===== config.mk =====
export PLATFORM = sky130hd
export DESIGN_NAME = control_unit
export DESIGN_NICKNAME = d
export VERILOG_FILES = /design/src/rtl/control_pkg.sv /design/src/rtl/branch_eval.sv /design/src/rtl/control_unit.sv
export SDC_FILE = /design/constraint.sdc
export NUM_CORES = 1
export LEC_CHECK = 0
export ABC_AREA = 0
export CAP_MARGIN = 10
export CORE_AREA = 4 4 41 43
export CTS_CLUSTER_SIZE = 12
export DETAILED_ROUTE_END_ITERATION = 6
export DIE_AREA = 0 0 45 47
export SYNTH_ARGS = -nofsm -noshare
export SYNTH_HDL_FRONTEND = slang
export SYNTH_SLANG_ARGS = --single-unit

===== constraint.sdc =====
create_clock -name clock -period 1.5 [get_ports clock]
set_input_delay 0.225 -clock clock [delete_from_list [all_inputs] [get_ports clock]]
set_output_delay 0.225 -clock clock [all_outputs]
set_load 0.005 [all_outputs]

===== src/rtl/control_pkg.sv =====
`default_nettype none
// ============================================================================
//  Module      : control_pkg
//  Description : Shared encodings for the accumulator-processor control unit:
//                FSM states, opcodes, ACC source selects and ALU operations.
//  Revision    : 1.0 - initial release
// ============================================================================
package control_pkg;

    // Sequencer states
    typedef enum logic [2:0] {
        ST_INIT    = 3'd0,
        ST_IDLE    = 3'd1,
        ST_FETCH   = 3'd2,
        ST_DECODE  = 3'd3,
        ST_EXECUTE = 3'd4,
        ST_HALT    = 3'd5
    } state_t;

    // Instruction opcodes
    localparam logic [4:0] OP_HLT  = 5'b00000;
    localparam logic [4:0] OP_STO  = 5'b00001;
    localparam logic [4:0] OP_LD   = 5'b00010;
    localparam logic [4:0] OP_LDI  = 5'b00011;
    localparam logic [4:0] OP_ADD  = 5'b00100;
    localparam logic [4:0] OP_ADDI = 5'b00101;
    localparam logic [4:0] OP_SUB  = 5'b00110;
    localparam logic [4:0] OP_SUBI = 5'b00111;
    localparam logic [4:0] OP_BEQ  = 5'b01000;
    localparam logic [4:0] OP_BNE  = 5'b01001;
    localparam logic [4:0] OP_BGT  = 5'b01010;
    localparam logic [4:0] OP_BGE  = 5'b01011;
    localparam logic [4:0] OP_BLT  = 5'b01100;
    localparam logic [4:0] OP_BLE  = 5'b01101;
    localparam logic [4:0] OP_JMP  = 5'b01110;

    // ACC load source
    localparam logic [1:0] ACC_SEL_ALU = 2'b00;
    localparam logic [1:0] ACC_SEL_MEM = 2'b01;
    localparam logic [1:0] ACC_SEL_IMM = 2'b10;

    // ALU operation
    localparam logic ALU_ADD = 1'b0;
    localparam logic ALU_SUB = 1'b1;

endpackage
`default_nettype wire


===== src/rtl/branch_eval.sv =====
`default_nettype none
// ============================================================================
//  Module      : branch_eval
//  Description : Combinational branch-condition evaluator. Maps a branch
//                opcode and the Z/N status flags to a take/no-take decision.
//                Non-branch opcodes evaluate to "not taken".
//  Revision    : 1.0 - initial release
// ============================================================================
module branch_eval
    import control_pkg::*;
(
    input  logic [4:0] opcode,
    input  logic       flag_Z,
    input  logic       flag_N,
    output logic       take_branch
);

    // Condition table for the conditional branches and the unconditional jump
    always_comb begin
        take_branch = 1'b0;
        case (opcode)
            OP_BEQ:  take_branch = flag_Z;
            OP_BNE:  take_branch = ~flag_Z;
            OP_BGT:  take_branch = ~flag_Z & ~flag_N;
            OP_BGE:  take_branch = ~flag_N;
            OP_BLT:  take_branch = flag_N;
            OP_BLE:  take_branch = flag_Z | flag_N;
            OP_JMP:  take_branch = 1'b1;
            default: take_branch = 1'b0;
        endcase
    end

endmodule
`default_nettype wire


===== src/rtl/control_unit.sv =====
`default_nettype none
// ============================================================================
//  Module      : control_unit
//  Description : Three-cycle (FETCH/DECODE/EXECUTE) sequencer for the 11-bit
//                accumulator datapath. Outputs are combinational decodes of
//                the current state and the IR opcode.
//                Optional macro CONTROL_ILLEGAL_TRAP_EN: undefined opcodes
//                halt the machine and raise illegal_op instead of acting
//                as NOP.
//  Revision    : 1.0 - initial release
// ============================================================================
module control_unit
    import control_pkg::*;
#(
    parameter int OPCODE_WIDTH = 5,
    parameter int DATA_WIDTH   = 11
)
(
    input  logic                    clock,
    input  logic                    control_reset,
    input  logic                    run,
    input  logic [OPCODE_WIDTH-1:0] opcode_in,
    input  logic                    flag_Z,
    input  logic                    flag_N,
    output logic                    ir_wr,
    output logic                    pc_wr,
    output logic                    pc_sel,
    output logic                    acc_wr,
    output logic [1:0]              acc_sel,
    output logic                    alu_op,
    output logic                    op_sel,
    output logic                    mem_wr,
    output logic                    status_wr,
    output logic                    halted
`ifdef CONTROL_ILLEGAL_TRAP_EN
    ,
    output logic                    illegal_op
`endif
);

    // The opcode must fit inside a datapath word alongside its operand
    if (DATA_WIDTH <= OPCODE_WIDTH) begin : g_width_check
        $error("control_unit: DATA_WIDTH must exceed OPCODE_WIDTH");
    end

    state_t     r_state;
    state_t     w_next_state;

    logic       w_take_branch;
    logic       w_halt_op;
    logic       w_pc_ld;
    logic       w_pc_target;
    logic       w_acc_ld;
    logic [1:0] w_acc_src;
    logic       w_alu_fn;
    logic       w_imm_b;
    logic       w_mem_st;
    logic       w_status_ld;
`ifdef CONTROL_ILLEGAL_TRAP_EN
    logic       w_defined;
    logic       w_trap;
    logic       r_illegal;
`endif

    branch_eval u_branch_eval (
        .opcode      (opcode_in),
        .flag_Z      (flag_Z),
        .flag_N      (flag_N),
        .take_branch (w_take_branch)
    );

    // Opcode decode into per-instruction strobe requests and selects
    always_comb begin
        w_halt_op   = 1'b0;
        w_pc_ld     = 1'b0;
        w_pc_target = 1'b0;
        w_acc_ld    = 1'b0;
        w_acc_src   = ACC_SEL_ALU;
        w_alu_fn    = ALU_ADD;
        w_imm_b     = 1'b0;
        w_mem_st    = 1'b0;
        w_status_ld = 1'b0;
`ifdef CONTROL_ILLEGAL_TRAP_EN
        w_defined   = 1'b1;
`endif
        case (opcode_in)
            OP_HLT: w_halt_op = 1'b1;
            OP_STO: begin
                w_mem_st = 1'b1;
                w_pc_ld  = 1'b1;
            end
            OP_LD: begin
                w_acc_ld  = 1'b1;
                w_acc_src = ACC_SEL_MEM;
                w_pc_ld   = 1'b1;
            end
            OP_LDI: begin
                w_acc_ld  = 1'b1;
                w_acc_src = ACC_SEL_IMM;
                w_pc_ld   = 1'b1;
            end
            OP_ADD, OP_ADDI, OP_SUB, OP_SUBI: begin
                w_acc_ld    = 1'b1;
                w_acc_src   = ACC_SEL_ALU;
                w_status_ld = 1'b1;
                w_pc_ld     = 1'b1;
                // opcode bit 1 picks subtract, bit 0 picks the immediate operand
                w_alu_fn    = opcode_in[1] ? ALU_SUB : ALU_ADD;
                w_imm_b     = opcode_in[0];
            end
            OP_BEQ, OP_BNE, OP_BGT, OP_BGE, OP_BLT, OP_BLE, OP_JMP: begin
                w_pc_ld     = 1'b1;
                w_pc_target = w_take_branch;
            end
            default: begin
`ifdef CONTROL_ILLEGAL_TRAP_EN
                w_defined = 1'b0;
`endif
                // Undefined opcodes behave as NOP: just advance the PC
                w_pc_ld = 1'b1;
            end
        endcase
    end

    // State register; reset aborts any instruction in flight
    always_ff @(posedge clock) begin
        if (!control_reset) begin
            r_state <= ST_INIT;
        end else begin
            r_state <= w_next_state;
        end
    end

    // Next-state and output decode
    always_comb begin
        w_next_state = r_state;
        ir_wr        = 1'b0;
        pc_wr        = 1'b0;
        pc_sel       = 1'b0;
        acc_wr       = 1'b0;
        acc_sel      = ACC_SEL_ALU;
        alu_op       = ALU_ADD;
        op_sel       = 1'b0;
        mem_wr       = 1'b0;
        status_wr    = 1'b0;
`ifdef CONTROL_ILLEGAL_TRAP_EN
        w_trap       = 1'b0;
`endif
        case (r_state)
            ST_INIT: w_next_state = ST_IDLE;
            ST_IDLE: begin
                if (run) begin
                    w_next_state = ST_FETCH;
                end
            end
            ST_FETCH: begin
                ir_wr        = 1'b1;
                w_next_state = ST_DECODE;
            end
            ST_DECODE: begin
                // Selects settle early while the operand read is in flight
                pc_sel       = w_pc_target;
                acc_sel      = w_acc_src;
                alu_op       = w_alu_fn;
                op_sel       = w_imm_b;
                w_next_state = ST_EXECUTE;
            end
            ST_EXECUTE: begin
                pc_sel  = w_pc_target;
                acc_sel = w_acc_src;
                alu_op  = w_alu_fn;
                op_sel  = w_imm_b;
                if (w_halt_op) begin
                    w_next_state = ST_HALT;
                end
`ifdef CONTROL_ILLEGAL_TRAP_EN
                else if (!w_defined) begin
                    w_trap       = 1'b1;
                    w_next_state = ST_HALT;
                end
`endif
                else begin
                    pc_wr        = w_pc_ld;
                    acc_wr       = w_acc_ld;
                    mem_wr       = w_mem_st;
                    status_wr    = w_status_ld;
                    w_next_state = run ? ST_FETCH : ST_IDLE;
                end
            end
            ST_HALT: w_next_state = ST_HALT;
            default: w_next_state = ST_INIT;
        endcase
    end

    assign halted = (r_state == ST_HALT);

`ifdef CONTROL_ILLEGAL_TRAP_EN
    // Sticky trap cause; only a reset clears it
    always_ff @(posedge clock) begin
        if (!control_reset) begin
            r_illegal <= 1'b0;
        end else if (w_trap) begin
            r_illegal <= 1'b1;
        end
    end

    assign illegal_op = r_illegal;
`endif

endmodule
`default_nettype wire


* Yosys cells after proc, flatten, opt, wreduce, memory -nomap -nowiden
Cells that the tools add are included.
** Storage, ports and cells
- Register bits :: 3
- Output and inout port bits :: 11
- Logic and storage cells :: 59
** Operators by class
- Equality and inequality tests :: 20
- Mux-type cells :: 28
- Bitwise operators :: 4
- Reductions and logical operators :: 6
** Operators with widths (count)
- 5-bit by 4-bit equality test with 1-bit output (second input constant) :: 7
- 1-bit 2-to-1 mux :: 21
- 5-bit by 3-bit equality test with 1-bit output (second input constant) :: 4
- 3-bit one-hot mux with 6 select lines :: 1
- 5-bit by 2-bit equality test with 1-bit output (second input constant) :: 2
- 1-bit one-hot mux with 7 select lines :: 1
- 7-bit OR reduction :: 1
- 3-bit by 2-bit equality test with 1-bit output (second input constant) :: 2
- 3-bit equality test (second input constant) :: 2
- 3-bit 2-to-1 mux :: 2
- 6-bit OR reduction :: 1
- 5-bit by 1-bit equality test with 1-bit output (second input constant) :: 1
- 5-bit logical NOT :: 1
- 2-bit 2-to-1 mux :: 2
- 2-bit one-hot mux with 2 select lines :: 1
- 4-bit OR reduction :: 1
- 3-bit by 1-bit equality test with 1-bit output (second input constant) :: 1
- 3-bit logical NOT :: 1
- 2-bit != test (second input constant) :: 1
- 1-bit NOT :: 2
- 2-bit OR reduction :: 1
- 1-bit AND :: 1
- 1-bit OR :: 1

* Longest topological paths before layout
- Word-level depth :: 5
- Mapped depth :: 5
- Gate-level depth less buffers :: 4

* By module
A second synthesis with hierarchy kept.
** Unflattened totals
- Cell total of the unflattened synthesis :: 50
- Area, all modules :: 345.3 um^2
** Modules (own cells, without submodules)
- control_unit :: instances 1, cells an instance 40, area each 280.3 um^2, sequential area each 60.1 um^2
- branch_eval :: instances 1, cells an instance 10, area each 65.1 um^2, sequential area each 0.0 um^2

* Worst setup path before layout
Ideal clock, no wire load.
- Kind :: reg2out
- Start :: register r_state[2]
- End :: output port acc_sel[0]
- Arrival :: 1.155 ns
- Data required time :: 1.275 ns
- Setup slack :: 0.120 ns
- Cell stages (with the launch flop) :: 5
- Buffers on the path :: 0
- Cells stage by stage :: dfxtp_1 or3b_4 a21oi_1 nand2_1 nor2_1
** Between the ends
- Cells in the longest elaborated chain, start to end :: 3
- Elaborated cells between the ends (all ways) :: 4
- Those cells by class :: 2 x eq/ne; 1 x mux; 1 x reduce/logical
** RTL lines
- start: declaration :: RTL line control_unit.sv:46 : state_t r_state;
- start signal: assignment :: RTL line control_unit.sv:130 : r_state <= w_next_state;
- 3-bit equality test or 3-bit by 2-bit equality test with 1-bit output (tied branches) :: RTL line control_unit.sv:149 : case (r_state)
- 2-bit OR reduction (no line) (*)
- 2-bit 2-to-1 mux (*) :: RTL line control_unit.sv:149
- end: declaration :: RTL line control_unit.sv:29 : output logic [1:0] acc_sel,
Mark *: on every way between the ends. The rest lies on a longest branch, timed or not.

* Worst setup path after layout
- Start :: register r_state[2]
- End :: output port acc_wr
** Between the ends
- Cells in the longest elaborated chain, start to end :: 2
** RTL lines
- 3-bit equality test :: RTL line control_unit.sv:149
- 1-bit 2-to-1 mux :: RTL line control_unit.sv:149
- end: declaration :: RTL line control_unit.sv:28 : output logic acc_wr,
No other way between the ends.

==> flow_summary.rst <==
.. list-table::
   :header-rows: 1

   * - Metric
     - Value
   * - Result of the run
     - complete, but fails checks
   * - Violations in the final reports
     - negative setup slack
   * - Count of yosys warnings during synthesis
     - 0
   * - Clk_skew
     - 0.00248 ns
   * - Critical path data arrival time
     - roughly 1.5 ns
   * - Post-DRT Antenna Nets
     - 0
   * - Post-placement cell area
     - 656 um2
   * - Combinational share of power
     - 0.321
   * - Routability Congestion
     - 0.753
   * - Post-synthesis area per instance
     - 7.45 um2
   * - Max-cap viol count
     - 0
   * - Number of cells on the worst reg-to-reg path
     - 7
   * - DRC marker count from the first detailed-route iteration
     - 3
   * - Total of fill cells in the finished design
     - 122
   * - Flip-flop count of the largest register after layout
     - 3
   * - Clock tree from TritonCTS
     - built
   * - Total routing usage reported by global routing
     - 0.115
   * - Min Tclk post-route
     - 1.74 ns
   * - Die outline height
     - ~47 um
   * - Worst path required time
     - approximately 1.3 ns
   * - Number of global-route vias before repair
     - 454
   * - Fraction of the yosys area taken by sequential cells
     - 0.175
   * - Number of antenna violations at the first check in global routing
     - 0
   * - Total chip power
     - about 0.33 mW
   * - Clock latency of the later-clocked register in the worst-skew pair
     - roughly 0.23 ns
   * - Instance count of the mapped netlist
     - 46
   * - CP startpoint
     - r_state[2]$_SDFFE_PN0P_
   * - Floorplan die area
     - 2120 um2
   * - Final Instance Area
     - about 720 um2
   * - Topmost layer with routed signal wires
     - met3
   * - Cell variety after synth
     - 27
   * - Final-stage net count
     - 100
   * - Total Routed Length
     - between 1 and 1.5 mm
   * - Post-detailed-placement half-perimeter wirelength
     - 853 um
   * - Switching share of power
     - 0.267
   * - Clock tree root buffer cell
     - sky130_fd_sc_hd__clkbuf_4
   * - Worst R2R End
     - r_state[1]$_SDFFE_PN0P_
   * - Worst Path Buf+Inv
     - 1
   * - RSZ-0062 raised after global routing
     - true
   * - Ordered cell list for the critical path
     - or3b_4, or2_4, nor3_2, buf_2
   * - Total via count in the routed design
     - 479
   * - Setup slack at placement
     - -0.560 ns
   * - Number of placed I/O pins
     - 21
   * - DRC errors left
     - 0
   * - I/O Buffers
     - 20
   * - Headroom to the max-slew limit
     - 0.719
   * - Relative contribution of the clock network to total power
     - 0.418
   * - Worst Setup End Kind
     - primary output
   * - Nets in the synthesized netlist
     - 56
   * - Area growth from synthesis to layout
     - 110%
   * - Worst-margin pin slew
     - 0.417 ns
   * - Core Footprint
     - between 1000 and 1500 um2
   * - Number of buffers on the longest clock path
     - 2
   * - Crit path launch type
     - flip-flop
   * - Largest stage delay on the critical path
     - 0.40 ns
   * - Most flop-heavy register
     - r_state
   * - Worst setup path end
     - acc_wr
   * - Hold Crit Class
     - flip-flop to flip-flop
   * - Clock sink count
     - 3
   * - Starting density of the core
     - 0.263
   * - Slew Limit Fails
     - 0
   * - Internal portion of total power
     - 0.244 mW
   * - Global-route wire length before repair
     - 1.75 mm
   * - Clock-pin slew reported for the worst setup and hold paths after clock tree synthesis
     - 0.04 ns
   * - H-Tree Depth
     - 1
   * - Post-synth design cell area
     - 343 um2
   * - Part of the total power dissipated in sequential elements
     - 0.261
   * - Crit Reg-Reg Startpoint
     - r_state[2]$_SDFFE_PN0P_
   * - Wire length per cell after detailed routing
     - 10.8 um
   * - Standard cell with the maximum stage delay on the critical path
     - sky130_fd_sc_hd__or3b_4
   * - Multi-input combinational cell area
     - 302 um2
   * - Power per cell area
     - approximately 460 nW/um2
   * - Number of vias per cell after detailed routing
     - 4.61
   * - Sw power
     - 0.0889 mW
   * - Number of buffers inserted during clock tree synthesis
     - 3
   * - Number of logic stages on the critical path including buffering
     - 4
   * - Crit path kind
     - flip-flop to primary output
   * - Final Worst Setup Slack
     - -0.238 ns
   * - Worst-case register-to-register setup slack
     - 0.03 ns
   * - Post-route clock period utilization
     - 1.16
   * - Register bit total from synthesis
     - 3
   * - Largest registers
     - r_state (3)
   * - Fraction of layout instances using a drive strength above 1
     - 0.551
   * - Diode count
     - 0
   * - Global route overflow
     - 0
   * - 1st-pass router iterations
     - 3
   * - Largest fanout on the critical path
     - 3
   * - Pin count of the biggest net entering global routing
     - 7
   * - Routed length on met3
     - 107 um
   * - Peak ir drop on the vdd network
     - 281 uV
   * - DRT met1 WL
     - 454 um
   * - Number of instances in the placed design
     - 94
   * - Final Non-Filler Cells
     - 104
   * - Largest delay share family, worst path
     - simple AND/OR/NAND/NOR gates
   * - Sequential standard cell area
     - 61.3 um2
   * - Number of hold violations in the final report
     - 0
   * - Leak Pwr
     - 0.360 nW
   * - Met2 routed wirelength
     - 557 um
   * - Achievable frequency
     - 575 MHz
   * - Row Count
     - 13
   * - Horizontal die dimension
     - roughly 45 um
   * - Setup-violating endpoint count in the final report
     - 9
-- worst min-delay path, stage by stage, from the launching register on --
cell                      delay, ns
sky130_fd_sc_hd__dfxtp_1       0.31
sky130_fd_sc_hd__buf_4         0.13
sky130_fd_sc_hd__o211a_1       0.15
-- power groups by stage --
stage	registers (mW)	logic, mW	clock network [mW]
floorplan	0.0906	0.0350	0
global placement	0.0878	0.101	0
detailed placement	0.0880	0.101	0
CTS	0.0868	0.104	0.147
global route	0.0873	0.116	0.156
finish	0.0868	0.107	0.139
-- synth_stat cells, drive strengths merged --
| cell | n | area share |
|---|---|---|
| nand2 | 6 | 0.066 |
| or3 | 1 | 0.033 |
| xor2 | 1 | 0.026 |
| or2 | 1 | 0.026 |
| nand2b | 1 | 0.018 |
| a221oi | 1 | 0.026 |
| nor3 | 3 | 0.11 |
| nand3b | 1 | 0.022 |
| nor2b | 1 | 0.018 |
| or3b | 1 | 0.033 |
| o21ai | 3 | 0.044 |
| o211a | 1 | 0.029 |
| and4b | 1 | 0.029 |
| nor4 | 1 | 0.018 |
| a32o | 1 | 0.029 |
| or2b | 1 | 0.022 |
| nor2 | 10 | 0.12 |
| and2b | 1 | 0.022 |
| o22ai | 1 | 0.018 |
| buf | 1 | 0.033 |
| o31a | 1 | 0.026 |
| inv | 1 | 0.011 |
| dfxtp | 3 | 0.18 |
| a21oi | 2 | 0.029 |
| o311ai | 1 | 0.026 |
-- placed cells by master (no fill, tap or decap), types with 2 or more instances in the layout --
| cell type | instances |
|---|---|
| sky130_fd_sc_hd__buf_4 | 17 |
| sky130_fd_sc_hd__buf_2 | 9 |
| sky130_fd_sc_hd__nand2_1 | 5 |
| sky130_fd_sc_hd__nor2_1 | 5 |
| sky130_fd_sc_hd__nor2_2 | 4 |
| sky130_fd_sc_hd__clkdlybuf4s50_1 | 4 |
| sky130_fd_sc_hd__dlygate4sd2_1 | 4 |
| sky130_fd_sc_hd__clkbuf_4 | 3 |
| sky130_fd_sc_hd__buf_6 | 3 |
| sky130_fd_sc_hd__nor3_2 | 2 |
| sky130_fd_sc_hd__o21ai_0 | 2 |
| sky130_fd_sc_hd__dfxtp_1 | 2 |
-- cell families (layout without fill, tap and decap cells) --
kind of cell	Yosys count	after routing	synth area share
XOR/XNOR	1	1	0.0256
flip-flops	3	3	0.175
AND/OR/NAND/NOR	29	29	0.529
AO/OA/AOI/OAI	11	11	0.226
buffers and inverters	2	45	0.0438
-- timing repair --
action / in CTS / in global routing
gates resized for setup: 51 / 10
setup endpoints to repair: 12 / 11
pin swaps: 10 / 6
hold buffers: 0 / 0
buffers inserted: 3 / 3
-- routing by layer --
layer / up-vias / global-route usage
met5: - / 0
li1: 252 / -
met1: 209 / 0.116
met2: 18 / 0.212
met3: 0 / 0.0307
met4: 0 / 0.0702
-- per-stage QoR --
stage | setup TNS (ns) | util | hold slack, ns
4_1_cts | -1.58 | 0.522 | 0.630
2_1_floorplan | 0 | - | 0.353
5_1_grt | -2.16 | 0.554 | 0.649
3_3_place_gp | -4.17 | 0.504 | 0.618
3_5_place_dp | -4.18 | 0.504 | 0.621
6_report | -1.46 | 0.554 | 0.626
-- area by class of cell --
type / count / area share
well taps: 15 / 0.0260
clock buffers: 4 / 0.0365
inverters: 1 / 0.00521
flip-flops and latches: 3 / 0.0851
repair buffers: 40 / 0.429
multi-input cells: 41 / 0.418
-- worst min-delay path by stage --
| stage | endpoint | startpoint | cells after the start |
|---|---|---|---|
| after floorplan | r_state[0]$_SDFFE_PN0P_ | control_reset | 1 |
| after global placement | r_state[2]$_SDFFE_PN0P_ | r_state[0]$_SDFFE_PN0P_ | 2 |
| after detailed placement | r_state[2]$_SDFFE_PN0P_ | r_state[0]$_SDFFE_PN0P_ | 2 |
| after CTS | r_state[2]$_SDFFE_PN0P_ | r_state[0]$_SDFFE_PN0P_ | 2 |
| after global routing | r_state[2]$_SDFFE_PN0P_ | control_reset | 2 |
| final | r_state[2]$_SDFFE_PN0P_ | r_state[0]$_SDFFE_PN0P_ | 2 |
(Power assumes the default switching activity.)
